`src/rtl/sync_fifo.sv`:
```
// Single-clock synchronous FIFO with registered read data and registered status flags.
// Optional sticky overflow/underflow outputs are enabled by defining SYNC_FIFO_ERR_EN.
module sync_fifo #(
  parameter int FIFO_WIDTH = 32,
  parameter int FIFO_DEPTH = 8
) (
  input  logic                          clk,
  input  logic                          rstN,
  input  logic                          write_en,
  input  logic                          read_en,
  input  logic [FIFO_WIDTH-1:0]         data_in,
  output logic [FIFO_WIDTH-1:0]         data_out,
  output logic                          empty,
  output logic                          full,
  output logic [$clog2(FIFO_DEPTH):0]   count
`ifdef SYNC_FIFO_ERR_EN
  ,
  output logic                          overflow,
  output logic                          underflow
`endif
);

  localparam int AW = $clog2(FIFO_DEPTH);

  logic [FIFO_WIDTH-1:0] mem [FIFO_DEPTH];

  logic [AW:0] wr_ptr;
  logic [AW:0] rd_ptr;
  logic [AW:0] wr_ptr_nxt;
  logic [AW:0] rd_ptr_nxt;
  logic [AW:0] count_nxt;
  logic        empty_nxt;
  logic        full_nxt;
  logic        wr_acc;
  logic        rd_acc;

  assign wr_acc = write_en && !full;
  assign rd_acc = read_en && !empty;

  always_comb begin
    wr_ptr_nxt = wr_ptr;
    rd_ptr_nxt = rd_ptr;
    count_nxt  = count;
    if (wr_acc) wr_ptr_nxt = wr_ptr + {{AW{1'b0}}, 1'b1};
    if (rd_acc) rd_ptr_nxt = rd_ptr + {{AW{1'b0}}, 1'b1};
    unique case ({wr_acc, rd_acc})
      2'b10:   count_nxt = count + {{AW{1'b0}}, 1'b1};
      2'b01:   count_nxt = count - {{AW{1'b0}}, 1'b1};
      default: count_nxt = count;
    endcase
    // Flags are derived from the next pointers so they are registered alongside them.
    empty_nxt = (wr_ptr_nxt == rd_ptr_nxt);
    full_nxt  = (wr_ptr_nxt[AW-1:0] == rd_ptr_nxt[AW-1:0]) &&
                (wr_ptr_nxt[AW] != rd_ptr_nxt[AW]);
  end

  always_ff @(posedge clk or negedge rstN) begin
    if (!rstN) begin
      wr_ptr <= '0;
      rd_ptr <= '0;
      count  <= '0;
      empty  <= 1'b1;
      full   <= 1'b0;
    end else begin
      wr_ptr <= wr_ptr_nxt;
      rd_ptr <= rd_ptr_nxt;
      count  <= count_nxt;
      empty  <= empty_nxt;
      full   <= full_nxt;
    end
  end

  // Storage is intentionally left unreset.
  always_ff @(posedge clk) begin
    if (wr_acc) mem[wr_ptr[AW-1:0]] <= data_in;
  end

  always_ff @(posedge clk or negedge rstN) begin
    if (!rstN) begin
      data_out <= '0;
    end else if (rd_acc) begin
      data_out <= mem[rd_ptr[AW-1:0]];
    end
  end

`ifdef SYNC_FIFO_ERR_EN
  always_ff @(posedge clk or negedge rstN) begin
    if (!rstN) begin
      overflow  <= 1'b0;
      underflow <= 1'b0;
    end else begin
      if (write_en && full) overflow  <= 1'b1;
      if (read_en && empty) underflow <= 1'b1;
    end
  end
`endif

endmodule

```
`config.mk`:
```
export PLATFORM = sky130hd
export DESIGN_NAME = sync_fifo
export DESIGN_NICKNAME = d
export VERILOG_FILES = /design/src/rtl/sync_fifo.sv
export SDC_FILE = /design/constraint.sdc
export NUM_CORES = 1
export LEC_CHECK = 0
export ABC_CLOCK_PERIOD_IN_PS = 7300
export CAP_MARGIN = 0
export CORE_MARGIN = 2
export CORE_UTILIZATION = 63
export DETAILED_ROUTE_END_ITERATION = 7
export PLACE_DENSITY = 0.93
export REMOVE_ABC_BUFFERS = 1
export SLEW_MARGIN = 20
export SYNTH_ARGS = -nofsm -noshare
export SYNTH_HDL_FRONTEND = slang
export SYNTH_SLANG_ARGS = --single-unit
```
`constraint.sdc`:
```
create_clock -name clk -period 7.3 [get_ports clk]
set_input_delay 2.19 -clock clk [delete_from_list [all_inputs] [get_ports clk]]
set_output_delay 2.19 -clock clk [all_outputs]
set_load 0.005 [all_outputs]
```
==> flow_summary.yaml, run 1 <==
floorplanning:
  die_h_um: 139
  initial_utilization_pct: 63.8
  fp.coreArea_um2: 17900
  pin_count: 74
  die_area_um2: 19200
  die_w_um: 139
  rows: 49
timing:
  clock.fmax_ghz: 0.237
  fin_hold_ws_ns: 0.471
  setup_viol: 0
  tightest_slew_ns: 0.960
  period_minus_slack_ns: 4.22
  clock_skew_ns: 0.00884
  finalCritPeriodShare_pct: 57.8
  timing.setup.tns_ns: 0
  worst_slack_ns: 3.08
  hold_viol_final: 0
  relSlewSlack_pct: 36.0
  drv_slew: 0
  rsz0062_at_grt: "false"
setup_path:
  cp_common_cell: "xor2_1"
  path_buf_inv: 3
  critical-path-top-delay-family: "buffers and inverters"
  end_kind: "flop"
  cp_slowest_cell: "buf_4"
  critPathMaxFanout: 66
  critPathRequiredTime_ns: 7.71
  cp_cell_sequence: "clkdlybuf4s50_1 -> nand2b_2 -> buf_4 -> inv_2 -> ha_1 -> xor2_1 -> ha_1 -> a31oi_1 -> xor2_1 -> nor2_1 -> xor2_1"
  crit_type: "input port to flop"
  start_kind: "input port"
  worstPathArrival_ns: 4.63
  max_stage_delay_ns: 0.54
detailed_routing:
  firstDrtPassIters: 5
  route.detailed.drc: 0
  wl_um: 22800
  first_iter_violations: 613
  vias: 5566
  ant_nets: 0
  wl_per_cell_um: 25.8
  via_per_inst: 6.30
global_route:
  gr-max-usage-layer: "met2"
  grtUsageTotal_pct: 23.8
  grtUsageMet1_pct: 32.0
  grt_pass1_wl_um: 34700
  grt_util_met3_pct: 3.66
  grt_pass1_vias: 5921
  grt_max_degree: 68
  gr-total-overflow: 0
  grt_antenna_before_repair: 0
  use_met2_pct: 41.5
synth:
  syn_area_per_cell_um2: 21.0
  ys_types: 31
  ys.flop_type: "edfxtp_1"
  netlist_area_um2: 11400
  ys_warn_count: 0
  synth_seq_cells: 302
  synthCells: 543
  synth_edf_count: 256
  async_flop_share_pct: 15.2
  ys_seq_area_share_pct: 77.4
run:
  max_cap_violations: 0
placement:
  dp_hpwl_um: 12100
  preCtsSetupSlack_ns: 2.43
  port_buffers: 73
  place_inst: 829
  finalWeightedCongestion: 0.732
cts:
  htreeDepth: 1
  clk_path_buf_depth: 3
  cts.sinks: 302
  clock_tree.root_cell: "clkbuf_16"
  holdBufCountCts: 0
  cts_buffers: 28
  cts_resized: 0
  insertion_delay_ns: 0.53
  cts_tree: "built"
  clk_pin_slew_ns: 0.06
  cts_setup_buffers: 0
run_status:
  status: "finished clean"
pwr:
  powerDensity_nw_per_um2: 394
  ir_drop_mv: 0.426
  power_mw: 5.28
  leakage_nw: 4.56
cells_and_area:
  drive_gt1_share_pct: 21.1
  nets: 673
  diodes: 0
  nFillCells: 945
  syn2layout_area_growth_pct: 17.3
  layout.cells.non_filler: 883
min_path:
  hold_path.class: "flop to flop"
metal layers:
| layer | share of wire (%) | up-vias | wire [um] |
|---|---|---|---|
| li1 | - | 2366 | - |
| met1 | 39 | 2903 | 8890 |
| met2 | 52 | 250 | 11800 |
| met3 | 6.6 | 47 | 1500 |
| met4 | 2.5 | 0 | 559 |
| met5 | 0 | - | 0 |
worst paths after layout:
check / from / depth (start not counted) / slack [ns] / end
setup / recovery: read_en / 11 / 3.08 / count[2]
hold / removal: count[3] / 1 / 0.47 / count[3]
setup reg to reg: rd_ptr[0] / 4 / 4.57 / data_out[22]
hold reg to reg: count[3] / 1 / 0.47 / count[3]
max in group asynchronous: rstN / 2 / 5.01 / rd_ptr[2]
min in group asynchronous: rstN / 2 / 1.79 / data_out[2]
flip-flops by register name, summed over array words and instances, names as in the netlist:
name and cells:
wr_ptr 4, empty 1, full 1, data_out 32
rd_ptr 4, mem 256, count 4
per-stage QoR:
step	area, um^2	util (%)
2_1_floorplan	11300	-
3_3_place_gp	12400	69.5
3_5_place_dp	12400	69.5
4_1_cts	13300	74.4
5_1_grt	13400	74.9
6_report	13400	74.9
cells by family after synthesis:
kind of cell,share of synthesized area [%]
xor gates and xnor gates,1.15
AOI/OAI and AO/OA,1.52
DFF,77.4
buffers and inverters,1.27
and+or+nand+nor,2.33
adders and majority gates,0.438
muxes,15.9
layout make-up:
type / instances / area (um^2) / area share (%)
flip-flops and latches: 302 / 8850 / 66.0
multi-input cells: 212 / 2490 / 18.6
well taps: 229 / 287 / 2.14
repair buffers: 86 / 876 / 6.54
clock buffers: 34 / 754 / 5.63
clock inverters: 17 / 134 / 0.999
inverters: 3 / 11.3 / 0.0840
cells in the final DEF, fill, tap and decap left out, drive strengths merged, types with 13 or more instances in the layout:
cell and instances:
mux2i 34, edfxtp 256, o21ai 32, clkdlybuf4s50 72, buf 14, clkinv 13, clkbuf 34, dfrtp 45
mux4 64, nand2 35
power breakdown:
part / internal (mW) / switching [mW] / total (mW)
sequential: 2.22 / 0.248 / 2.47
combinational: 0.766 / 0.648 / 1.41
clock: 0.804 / 0.598 / 1.40
Yosys cell counts, types with 5 or more instances:
| library cell | instances | area share [%] |
|---|---|---|
| xnor2_1 | 7 | 0.54 |
| mux2i_1 | 34 | 3.0 |
| o21ai_0 | 32 | 1.4 |
| xor2_1 | 8 | 0.61 |
| mux4_2 | 64 | 13 |
| dfrtp_1 | 45 | 9.9 |
| nor2_1 | 6 | 0.20 |
| buf_4 | 7 | 0.46 |
| nand2_1 | 35 | 1.1 |
| edfxtp_1 | 256 | 67 |
| clkbuf_1 | 13 | 0.43 |
| nor3_1 | 5 | 0.22 |
(Power assumes the default switching activity.)
==> run 2: changes to the inputs <==
--- a/config.mk
+++ b/config.mk
@@ -5,12 +5,12 @@
 export SDC_FILE = /design/constraint.sdc
 export NUM_CORES = 1
 export LEC_CHECK = 0
-export ABC_CLOCK_PERIOD_IN_PS = 7300
+export ABC_CLOCK_PERIOD_IN_PS = 3900
 export CAP_MARGIN = 0
 export CORE_MARGIN = 2
-export CORE_UTILIZATION = 63
+export CORE_UTILIZATION = 58
 export DETAILED_ROUTE_END_ITERATION = 7
-export PLACE_DENSITY = 0.93
+export PLACE_DENSITY = 0.87
 export REMOVE_ABC_BUFFERS = 1
 export SLEW_MARGIN = 20
 export SYNTH_ARGS = -nofsm -noshare
==> constraint.sdc (replaced) <==
create_clock -name clk -period 3.9 [get_ports clk]
set_input_delay 1.17 -clock clk [delete_from_list [all_inputs] [get_ports clk]]
set_output_delay 1.17 -clock clk [all_outputs]
set_load 0.005 [all_outputs]
==> flow_summary.yaml, run 2 (synthesized netlist as in run 1, its figures left out) <==
global_route:
  grt_max_degree: 66
  gr-total-overflow: 0
  grtUsageTotal_pct: 22.2
  grt_antenna_before_repair: 0
  grt_pass1_wl_um: 34000
  grt_pass1_vias: 5849
cells_and_area:
  final_core_util_pct: 69.1
  nFillCells: 1135
  nets: 673
  diodes: 0
  final_common_cell: "edfxtp_1"
  most-common-layout-cells: "edfxtp_1, clkdlybuf4s50_1, mux4_2"
  syn2layout_area_growth_pct: 17.4
  drive_gt1_share_pct: 20.9
  layout.cells.non_filler: 920
  largest_reg_flops: 256
  final_cell_area_um2: 13400
detailed_routing:
  wl_um: 21700
  via_per_inst: 5.91
  vias: 5433
  wl_per_cell_um: 23.6
  first_iter_violations: 444
  firstDrtPassIters: 5
  ant_nets: 0
  route.detailed.drc: 0
timing:
  hold_viol_final: 0
  relSlewSlack_pct: 25.6
  period_minus_slack_ns: 2.94
  finalCritPeriodShare_pct: 75.3
  drv_slew: 0
  rsz0062_at_grt: "false"
  setup_viol: 0
  tightest_slew_ns: 1.12
  clock_skew_ns: 0.00588
  fin_hold_ws_ns: 0.478
  worst_slack_ns: 0.965
  clock.fmax_ghz: 0.341
placement:
  preCtsSetupSlack_ns: 0.423
  place_inst: 868
  finalWeightedCongestion: 0.786
  dpl_cell_area_um2: 12500
  dp_hpwl_um: 11700
  port_buffers: 73
cts:
  cts_resized: 0
  clock_tree.root_cell: "clkbuf_16"
  htreeDepth: 1
  cts_tree: "built"
  cts_buffers: 28
  clk_path_buf_depth: 3
  cts_setup_buffers: 0
  holdBufCountCts: 0
  cts.sinks: 302
  insertion_delay_ns: 0.54
  clk_pin_slew_ns: 0.06
pwr:
  leakage_nw: 4.55
  powerDensity_nw_per_um2: 732
  ir_drop_mv: 0.402
setup_path:
  end_kind: "flop"
  cp_slowest_cell: "clkdlybuf4s50_1"
  cp_common_cell: "xor2_1"
  critical-path-top-delay-family: "adder cells"
  critPathRequiredTime_ns: 4.32
  critPathMaxFanout: 9
  max_stage_delay_ns: 0.50
  worstPathArrival_ns: 3.36
  path_buf_inv: 1
  crit_type: "input port to flop"
  start_kind: "input port"
  cp_cell_sequence: "clkdlybuf4s50_1 -> nand2b_1 -> ha_1 -> xor2_1 -> ha_1 -> a31oi_1 -> xor2_1 -> nor2_1 -> xor2_1"
run_status:
  status: "finished clean"
floorplanning:
  die_area_um2: 20800
  fp.coreArea_um2: 19400
  die_w_um: 144
  die_h_um: 144
  pin_count: 74
  rows: 51
  initial_utilization_pct: 58.9
run:
  max_cap_violations: 0
min_path:
  hold_path.class: "flop to flop"
[run 2: layer usage]
metal  share of wire [%]  track usage (%)  wire (um)
met1                  40             30.4       8700
met2                  51             36.7      11100
met3                 6.3             4.17       1380
met4                 2.3             7.41        493
met5                   0                0          0
[run 2: worst register-to-register path, delay by kind of cell (launching register included)]
kind                   cells  cell delay, ns
buffers and inverters      1            0.55
AO/OA/AOI/OAI              1            0.12
multiplexers               2            0.66
flip-flops                 1            1.09
[run 2: metrics by stage]
| step | power [mW] | setup TNS (ns) |
|---|---|---|
| 6_report | 9.82 | 0 |
| 3_3_place_gp | 7.14 | 0 |
| 4_1_cts | 9.92 | 0 |
| 2_1_floorplan | 6.26 | -56.00 |
| 5_1_grt | 10.3 | 0 |
| 3_5_place_dp | 7.28 | 0 |
[run 2: worst paths after layout]
kind | from | endpoint | slack [ns] | cells after the start
max reg2reg | rd_ptr[1] | data_out[2] | 1.34 | 4
min reg2reg | data_out[3] | data_out[3] | 0.48 | 2
min | data_out[3] | data_out[3] | 0.48 | 2
max | write_en | count[2] | 0.96 | 9
max in group asynchronous | rstN | data_out[5] | 2.44 | 2
min in group asynchronous | rstN | data_out[18] | 0.69 | 1
[run 2: area by class of cell]
type / instances / area, um^2 / area share, %
Sequential cell: 302 / 8850 / 66.0
Multi-Input combinational cell: 212 / 2490 / 18.6
Timing Repair Buffer: 86 / 848 / 6.32
Clock buffer: 37 / 796 / 5.93
Tap cell: 265 / 332 / 2.47
Clock inverter: 15 / 90.1 / 0.672
Inverter: 3 / 11.3 / 0.0840
[run 2: report_power, final]
| part | switching (mW) | internal, mW |
|---|---|---|
| clock network | 1.11 | 1.49 |
| logic | 1.17 | 1.43 |
| registers | 0.476 | 4.15 |
| total | 2.75 | 7.07 |
==> run 3: changes to the inputs <==
--- a/config.mk
+++ b/config.mk
@@ -5,7 +5,7 @@
 export SDC_FILE = /design/constraint.sdc
 export NUM_CORES = 1
 export LEC_CHECK = 0
-export ABC_CLOCK_PERIOD_IN_PS = 3900
+export ABC_CLOCK_PERIOD_IN_PS = 3000
 export CAP_MARGIN = 0
 export CORE_MARGIN = 2
 export CORE_UTILIZATION = 58
==> constraint.sdc (replaced) <==
create_clock -name clk -period 3 [get_ports clk]
set_input_delay 0.9 -clock clk [delete_from_list [all_inputs] [get_ports clk]]
set_output_delay 0.9 -clock clk [all_outputs]
set_load 0.005 [all_outputs]
==> flow_summary.yaml, run 3 (synthesized netlist as in run 1, its figures left out) <==
floorplanning:
  die_h_um: 144
  pin_count: 74
  die_area_um2: 20800
  die_w_um: 144
  rows: 51
  fp.coreArea_um2: 19400
  initial_utilization_pct: 58.9
cts:
  holdBufCountCts: 0
  cts.sinks: 302
  cts_setup_buffers: 0
  clk_pin_slew_ns: 0.06
  insertion_delay_ns: 0.53
  clk_path_buf_depth: 3
  cts_resized: 0
  htreeDepth: 1
  cts_buffers: 28
  clock_tree.root_cell: "clkbuf_16"
  cts_tree: "built"
timing:
  rsz0062_at_grt: "false"
  timing.setup.tns_ns: 0
  relSlewSlack_pct: 56.7
  drv_slew: 0
  clock.fmax_ghz: 0.407
  finalCritPeriodShare_pct: 82.0
  period_minus_slack_ns: 2.46
  setup_viol: 0
  clock_skew_ns: 0.0134
  hold_viol_final: 0
  tightest_slew_ns: 0.650
setup_path:
  rr_startpoint: "rd_ptr[0]"
  critical-path-top-delay-family: "flip-flops"
  reg2reg_slack_ns: 0.79
  start_kind: "flop"
  critPathMaxFanout: 3
  startpoint: "empty"
  crit_type: "flop to output port"
  r2r_cells: 4
  critPathRequiredTime_ns: 2.10
  end_kind: "output port"
  cp_num_cells: 1
  cp_slowest_cell: "dfstp_2"
  path_buf_inv: 1
  cp_cell_sequence: "clkdlybuf4s50_1"
  worstPathArrival_ns: 1.56
  reg2reg_to: "data_out[25]"
  max_stage_delay_ns: 0.54
  endpoint: "empty"
pwr:
  powerDensity_nw_per_um2: 966
  leakage_nw: 4.62
  power_mw: 13.1
  ir_drop_mv: 0.489
cells_and_area:
  nets: 681
  final_common_cell: "edfxtp_1"
  largest_reg_flops: 256
  multi_input_area_um2: 2490
  nFillCells: 1177
  syn2layout_area_growth_pct: 18.8
  most-common-layout-cells: "edfxtp_1, clkdlybuf4s50_1, mux4_2"
  layout.cells.non_filler: 929
  drive_gt1_share_pct: 22.6
  ff_latch_area_um2: 8850
detailed_routing:
  firstDrtPassIters: 5
  ant_nets: 0
  wl_per_cell_um: 25.3
  via_per_inst: 6.07
  vias: 5643
  wl_um: 23500
  route.detailed.drc: 0
  first_iter_violations: 529
min_path:
  hold_path.class: "input port to async pin"
global_route:
  grt_antenna_before_repair: 1
  grt_max_degree: 67
  grt_util_met3_pct: 4.50
  grtUsageTotal_pct: 23.4
  grt_pass1_wl_um: 35400
  grt_pass1_vias: 5997
  use_met2_pct: 37.6
  gr-total-overflow: 0
  gr-max-usage-layer: "met2"
  grtUsageMet1_pct: 32.7
placement:
  place_inst: 876
  dp_hpwl_um: 12300
  port_buffers: 73
  finalWeightedCongestion: 0.755
run_status:
  status: "finished clean"
run:
  max_cap_violations: 0
[run 3: power breakdown]
part | switching, mW | total, mW | internal (mW)
registers | 0.490 | 5.88 | 5.39
clock network | 1.48 | 3.56 | 2.08
logic | 1.74 | 3.66 | 1.92
[run 3: worst min-delay path by stage]
stage | to | slack (ns) | cells past startpoint | from
6_report | data_out[3] | 0.34 | 2 | rstN
5_1_grt | data_out[3] | 0.35 | 2 | rstN
4_1_cts | data_out[3] | 0.34 | 2 | rstN
3_5_place_dp | count[3] | 0.47 | 1 | count[3]
3_3_place_gp | data_out[13] | 0.46 | 2 | data_out[13]
2_1_floorplan | count[3] | 0.47 | 1 | count[3]
[run 3: cell type report]
class / instances / share of cell area, %
Antenna cell: 1 / 0.0184
Clock buffer: 38 / 5.74
Clock inverter: 14 / 1.12
Inverter: 3 / 0.0830
Multi-Input combinational cell: 212 / 18.3
Sequential cell: 302 / 65.2
Tap cell: 265 / 2.44
Timing Repair Buffer: 94 / 7.06
[run 3: per-layer routing]
layer	vias to the layer above	part of all wire (%)	wire, um
met5	-	0	0
met4	0	2.9	682
met3	53	7.7	1800
met2	287	50	11700
met1	2925	40	9380
li1	2378	-	-
[run 3: stage by stage]
stage	util (%)	instance area [um^2]	hold slack [ns]	setup slack [ns]
2_1_floorplan	-	11300	0.469	-1.69
3_3_place_gp	65.1	12600	0.463	0.227
3_5_place_dp	65.1	12600	0.470	0.0543
4_1_cts	69.9	13600	0.344	0.526
5_1_grt	69.9	13600	0.352	0.467
6_report	70.0	13600	0.340	0.541
==> RTL edit 1, RTL diff (settings of run 2) <==
The parameter `FIFO_DEPTH` goes from 8 to 4.
--- a/src/rtl/sync_fifo.sv
+++ b/src/rtl/sync_fifo.sv
@@ -2,7 +2,7 @@
 // Optional sticky overflow/underflow outputs are enabled by defining SYNC_FIFO_ERR_EN.
 module sync_fifo #(
   parameter int FIFO_WIDTH = 32,
-  parameter int FIFO_DEPTH = 8
+  parameter int FIFO_DEPTH = 4
 ) (
   input  logic                          clk,
   input  logic                          rstN,
Ports: changed (resized count); port bits go from 74 to 73. The function was not compared with the original's and may differ.
==> RTL edit 1 against run 2 <==
Setup slack better by 0.17 ns. Power is 40% lower. Sequential power is 39% lower. Critical path depth is 8 lower. Die area is 42% lower. Synthesized cell count is 35% lower. Sequential cell count is 131 lower. Routed wire length is 44% lower. Utilization is 3.2 points higher. Global-route usage is 0.62 points higher. Cell area is 41% lower. Synthesized area is 43% lower. Via count is 39% lower.
==> RTL edit 1: results (changes against run 2) <==
status: complete, no violations
Syn Area/Cell: 18.25 um^2 (-13%)
Max FO, Critical Path: 4 (-5)
post-DR vias/cell: 5.603 (-5.1%)
number of distinct library cells after synthesis: 27 (-13%)
PostCTS Resize Cnt: 0 (unchanged)
ys async rst share: 0.2515 (+0.09914)
mux contribution to synthesized area: 0.1176 (-0.04158)
CTS root buffer: clkbuf_8
highest-delay cell along the critical path: dfstp_2
Net Sw Frac: 0.2794 (-0.001068)
via count: 3,306 (-39%)
Post-Route WL: 12,250 um (-44%)
antenna cells: 0 (unchanged)
GRT Util Overall: 0.2280 (+0.006215)
Slew @ Worst Pin: 0.9353 ns (-0.1812 ns)
I/O Buffers: 72 (-1.4%)
first-pass GRT wire length: 19,110 um (-44%)
initial antenna violation count: 0 (unchanged)
register area share after synthesis: 0.7597 (-0.01395)
number of enable flip-flop cells after synthesis: 128 (-50%)
DR iter-0 viols: 261 (-41%)
XOR/XNOR Fraction of Synth Area: 0.01777 (+0.006273)
clock skew: 0.01063 ns (+0.004754 ns)
Leakage: 2.922 nW (-36%)
worst slack at placement: 0.6420 ns (+0.2195 ns)
peak supply drop: 390.8 uV (-2.7%)
clock buffer depth: 2 (-1)
DRT met1 WL: 4934 um (-43%)
H-tree Lvls: 4 (+3)
complex-gate fraction of the synthesized area: 0 (-0.01522)
gp weighted congestion: 0.7008 (-11%)
Skew-Pair Late Insertion Delay: 0.52 ns (-0.02 ns)
crit-path leading delay family: flip-flops
placed cell areas: 7346 um^2 (-41%)
Nets: 479 (-29%)
largest net degree at the start of global routing: 44 (-33%)
vias in the first global route: 3,504 (-40%)
Post-DP HPWL: 6895 um (-41%)
placed insts: 558 (-36%)
fill count: 668 (-41%)
total CTS buffers: 17 (-39%)
layout cells sized above 1: 0.1800 (-0.02916)
Crit path largest cell delay: 0.57 ns (+0.07 ns)
met3 wire length: 872 um (-37%)
Detailed Routing Iterations Pass 1: 4 (-1)
Post-Synth Adder-Cell Area: 0.01275 (+0.008368)
top cells by area, synth: edfxtp_1 (59%), dfrtp_1 (16%), mux4_2 (11%)
Post-synth top cells: edfxtp_1 (128), nand2_1 (96), dfrtp_1 (42)
met2 WL: 6276 um (-44%)
max FFs per register: 128 (-50%)
[RTL edit 1: final cells by class]
| cell class | instances | area (um^2) | share of cell area |
|---|---|---|---|
| Sequential cell | 171 | 4923 | 0.6248 |
| Multi-Input combinational cell | 162 | 1428 | 0.1812 |
| Timing Repair Buffer | 80 | 803.3 | 0.1019 |
| Clock buffer | 23 | 456.7 | 0.05795 |
| Tap cell | 140 | 175.2 | 0.02223 |
| Clock inverter | 9 | 75.07 | 0.009527 |
| Inverter | 5 | 18.77 | 0.002382 |
[RTL edit 1: through the flow]
step	utilization	hold WS [ns]
floorplan	-	0.4693
global route	0.7237	0.5067
detailed placement	0.6747	0.4614
finish	0.7237	0.4716
global placement	0.6747	0.4583
CTS	0.7235	0.4763
[RTL edit 1: power by group through the flow]
| stage | logic, mW | registers, mW | clock network, mW |
|---|---|---|---|
| final | 1.61 | 2.82 | 1.50 |
| after global routing | 1.76 | 2.88 | 1.60 |
| after CTS | 1.63 | 2.83 | 1.52 |
| after detailed placement | 1.60 | 2.84 | 0 |
| after global placement | 1.55 | 2.81 | 0 |
| after floorplan | 0.896 | 2.78 | 0 |
[RTL edit 1: routing by layer]
layer,track usage,up-vias
li1,-,1473
met4,0.08228,0
met2,0.3554,139
met3,0.06402,12
met1,0.3145,1682
met5,0,-
[RTL edit 1: cells by family after synthesis]
| logic type | Yosys count |
|---|---|
| multiplexers | 35 |
| adder cells (fa/ha/maj) | 6 |
| XOR/XNOR | 11 |
| buffers and inverters | 22 |
| AND/OR/NAND/NOR | 110 |
| flip-flops | 171 |
[RTL edit 1: worst paths after layout]
path	start	endpoint	slack [ns]	depth (start not counted)
worst min register to register	data_out[11]$_DFFE_PN0P_	data_out[11]$_DFFE_PN0P_	0.47	2
max in group asynchronous	rstN	rd_ptr[1]$_DFF_PN0_	2.79	1
worst max-delay path	empty$_DFF_PN1_	empty	1.14	1
min in group asynchronous	rstN	data_out[8]$_DFFE_PN0P_	0.65	1
worst min-delay path	data_out[11]$_DFFE_PN0P_	data_out[11]$_DFFE_PN0P_	0.47	2
worst max register to register	rd_ptr[0]$_DFF_PN0_	data_out[22]$_DFFE_PN0P_	1.71	4
==> RTL edit 2, RTL diff (settings of run 2) <==
Without the edit above. Put one more register stage on the output `count`. The value now appears one clock later. The other outputs are not delayed to match.
--- a/src/rtl/sync_fifo.sv
+++ b/src/rtl/sync_fifo.sv
@@ -22,6 +22,8 @@
 
   localparam int AW = $clog2(FIFO_DEPTH);
 
+  logic [$clog2(FIFO_DEPTH):0] count_s0;
+
   logic [FIFO_WIDTH-1:0] mem [FIFO_DEPTH];
 
   logic [AW:0] wr_ptr;
@@ -40,13 +42,13 @@
   always_comb begin
     wr_ptr_nxt = wr_ptr;
     rd_ptr_nxt = rd_ptr;
-    count_nxt  = count;
+    count_nxt  = count_s0;
     if (wr_acc) wr_ptr_nxt = wr_ptr + {{AW{1'b0}}, 1'b1};
     if (rd_acc) rd_ptr_nxt = rd_ptr + {{AW{1'b0}}, 1'b1};
     unique case ({wr_acc, rd_acc})
-      2'b10:   count_nxt = count + {{AW{1'b0}}, 1'b1};
-      2'b01:   count_nxt = count - {{AW{1'b0}}, 1'b1};
-      default: count_nxt = count;
+      2'b10:   count_nxt = count_s0 + {{AW{1'b0}}, 1'b1};
+      2'b01:   count_nxt = count_s0 - {{AW{1'b0}}, 1'b1};
+      default: count_nxt = count_s0;
     endcase
     // Flags are derived from the next pointers so they are registered alongside them.
     empty_nxt = (wr_ptr_nxt == rd_ptr_nxt);
@@ -58,13 +60,13 @@
     if (!rstN) begin
       wr_ptr <= '0;
       rd_ptr <= '0;
-      count  <= '0;
+      count_s0 <= '0;
       empty  <= 1'b1;
       full   <= 1'b0;
     end else begin
       wr_ptr <= wr_ptr_nxt;
       rd_ptr <= rd_ptr_nxt;
-      count  <= count_nxt;
+      count_s0 <= count_nxt;
       empty  <= empty_nxt;
       full   <= full_nxt;
     end
@@ -95,5 +97,9 @@
   end
 `endif
 
+  always_ff @(posedge clk) begin
+    count <= count_s0;
+  end
+
 endmodule
 
Check against the original RTL: not equivalent (Yosys sat finds a counterexample within 4 cycles, from zero or initial values and one cycle with rstN low).
==> RTL edit 2 against run 2 <==
Routed wire length rose by 3.7%. Clock skew rose by 0.0042 ns. Sequential cell count is 4 higher. Critical path depth is 3 lower. Die area increased by 0.68%. Register-to-register slack gained 0.12 ns. Fmax grew 6.3%. Critical endpoint is now full$_DFF_PN0_. Power rose by 3.8%. Cell area is 1.8% higher. Utilization rose by 1.0 points. Largest power group unchanged. Setup slack better by 0.17 ns. Critical path type unchanged. Synthesized area is 0.70% higher. Highest routed layer is now met5.
==> RTL edit 2: results (changes against run 2) <==
reg2reg setup slack: 1.46 ns (+0.12 ns)
total CTS buffers: 29 (+3.6%)
final period utilization: 0.7078 (-0.04480)
worst hold stages: 0 (-2)
register area share after synthesis: 0.7752 (+0.001575)
GRT Util Overall: 0.2254 (+0.003616)
DR iter-0 viols: 512 (+15%)
Seq pwr share: 0.457 (-0.014)
largest net degree at the start of global routing: 47 (-29%)
Repair and plain buffers: 96 (+12%)
Post-Route WL: 22,510 um (+3.7%)
fraction of area in registers: 0.6538 (-0.005738)
worst slack at placement: 0.7059 ns (+0.2834 ns)
Syn Area/Cell: 21.03 um^2 (about the same)
met1 usage: 0.3046 (+0.0008934)
met3 wire length: 1498 um (+8.9%)
via count: 5,600 (+3.1%)
status: complete, no violations
clock buffer count: 40 (+8.1%)
Worst slew margin: 0.4438 (+0.1881)
gp weighted congestion: 0.7808 (-0.71%)
Layout area overhead: 18.66%
global-route met2 utilization: 0.3803 (+0.01291)
Global Route met3 Usage: 0.03817 (-0.003551)
Leakage: 4.668 nW (+2.6%)
crit path capture: full$_DFF_PN0_
Worst Hold End: count[3]$_DFF_P_
## RTL edit 2: cell types whose count changed in the layout (fill, tap and decap cells not counted), sizes merged
| cell | delta |
|---|---|
| bufinv | +3 |
| inv | +1 |
| clkinvlp | +2 |
| clkbuf | +3 |
| clkinv | -7 |
| dfxtp | +4 |
| buf | +10 |
## RTL edit 2: cells by family after synthesis
kind of cell             Yosys count  share of synthesized area
flip-flops                       306                     0.7752
multiplexers                     101                     0.1581
AND/OR/NAND/NOR                   58                    0.02316
AO/OA/AOI/OAI                     34                    0.01512
buffers and inverters             29                    0.01261
XOR/XNOR                          15                    0.01142
adder cells (fa/ha/maj)            4                   0.004350
## RTL edit 2: worst reg2reg max path, cell delays in order (launching register included)
cell	delay, ns
dfrtp_4	0.97
buf_12	0.32
mux4_2	0.59
mux2i_1	0.30
o21ai_0	0.12
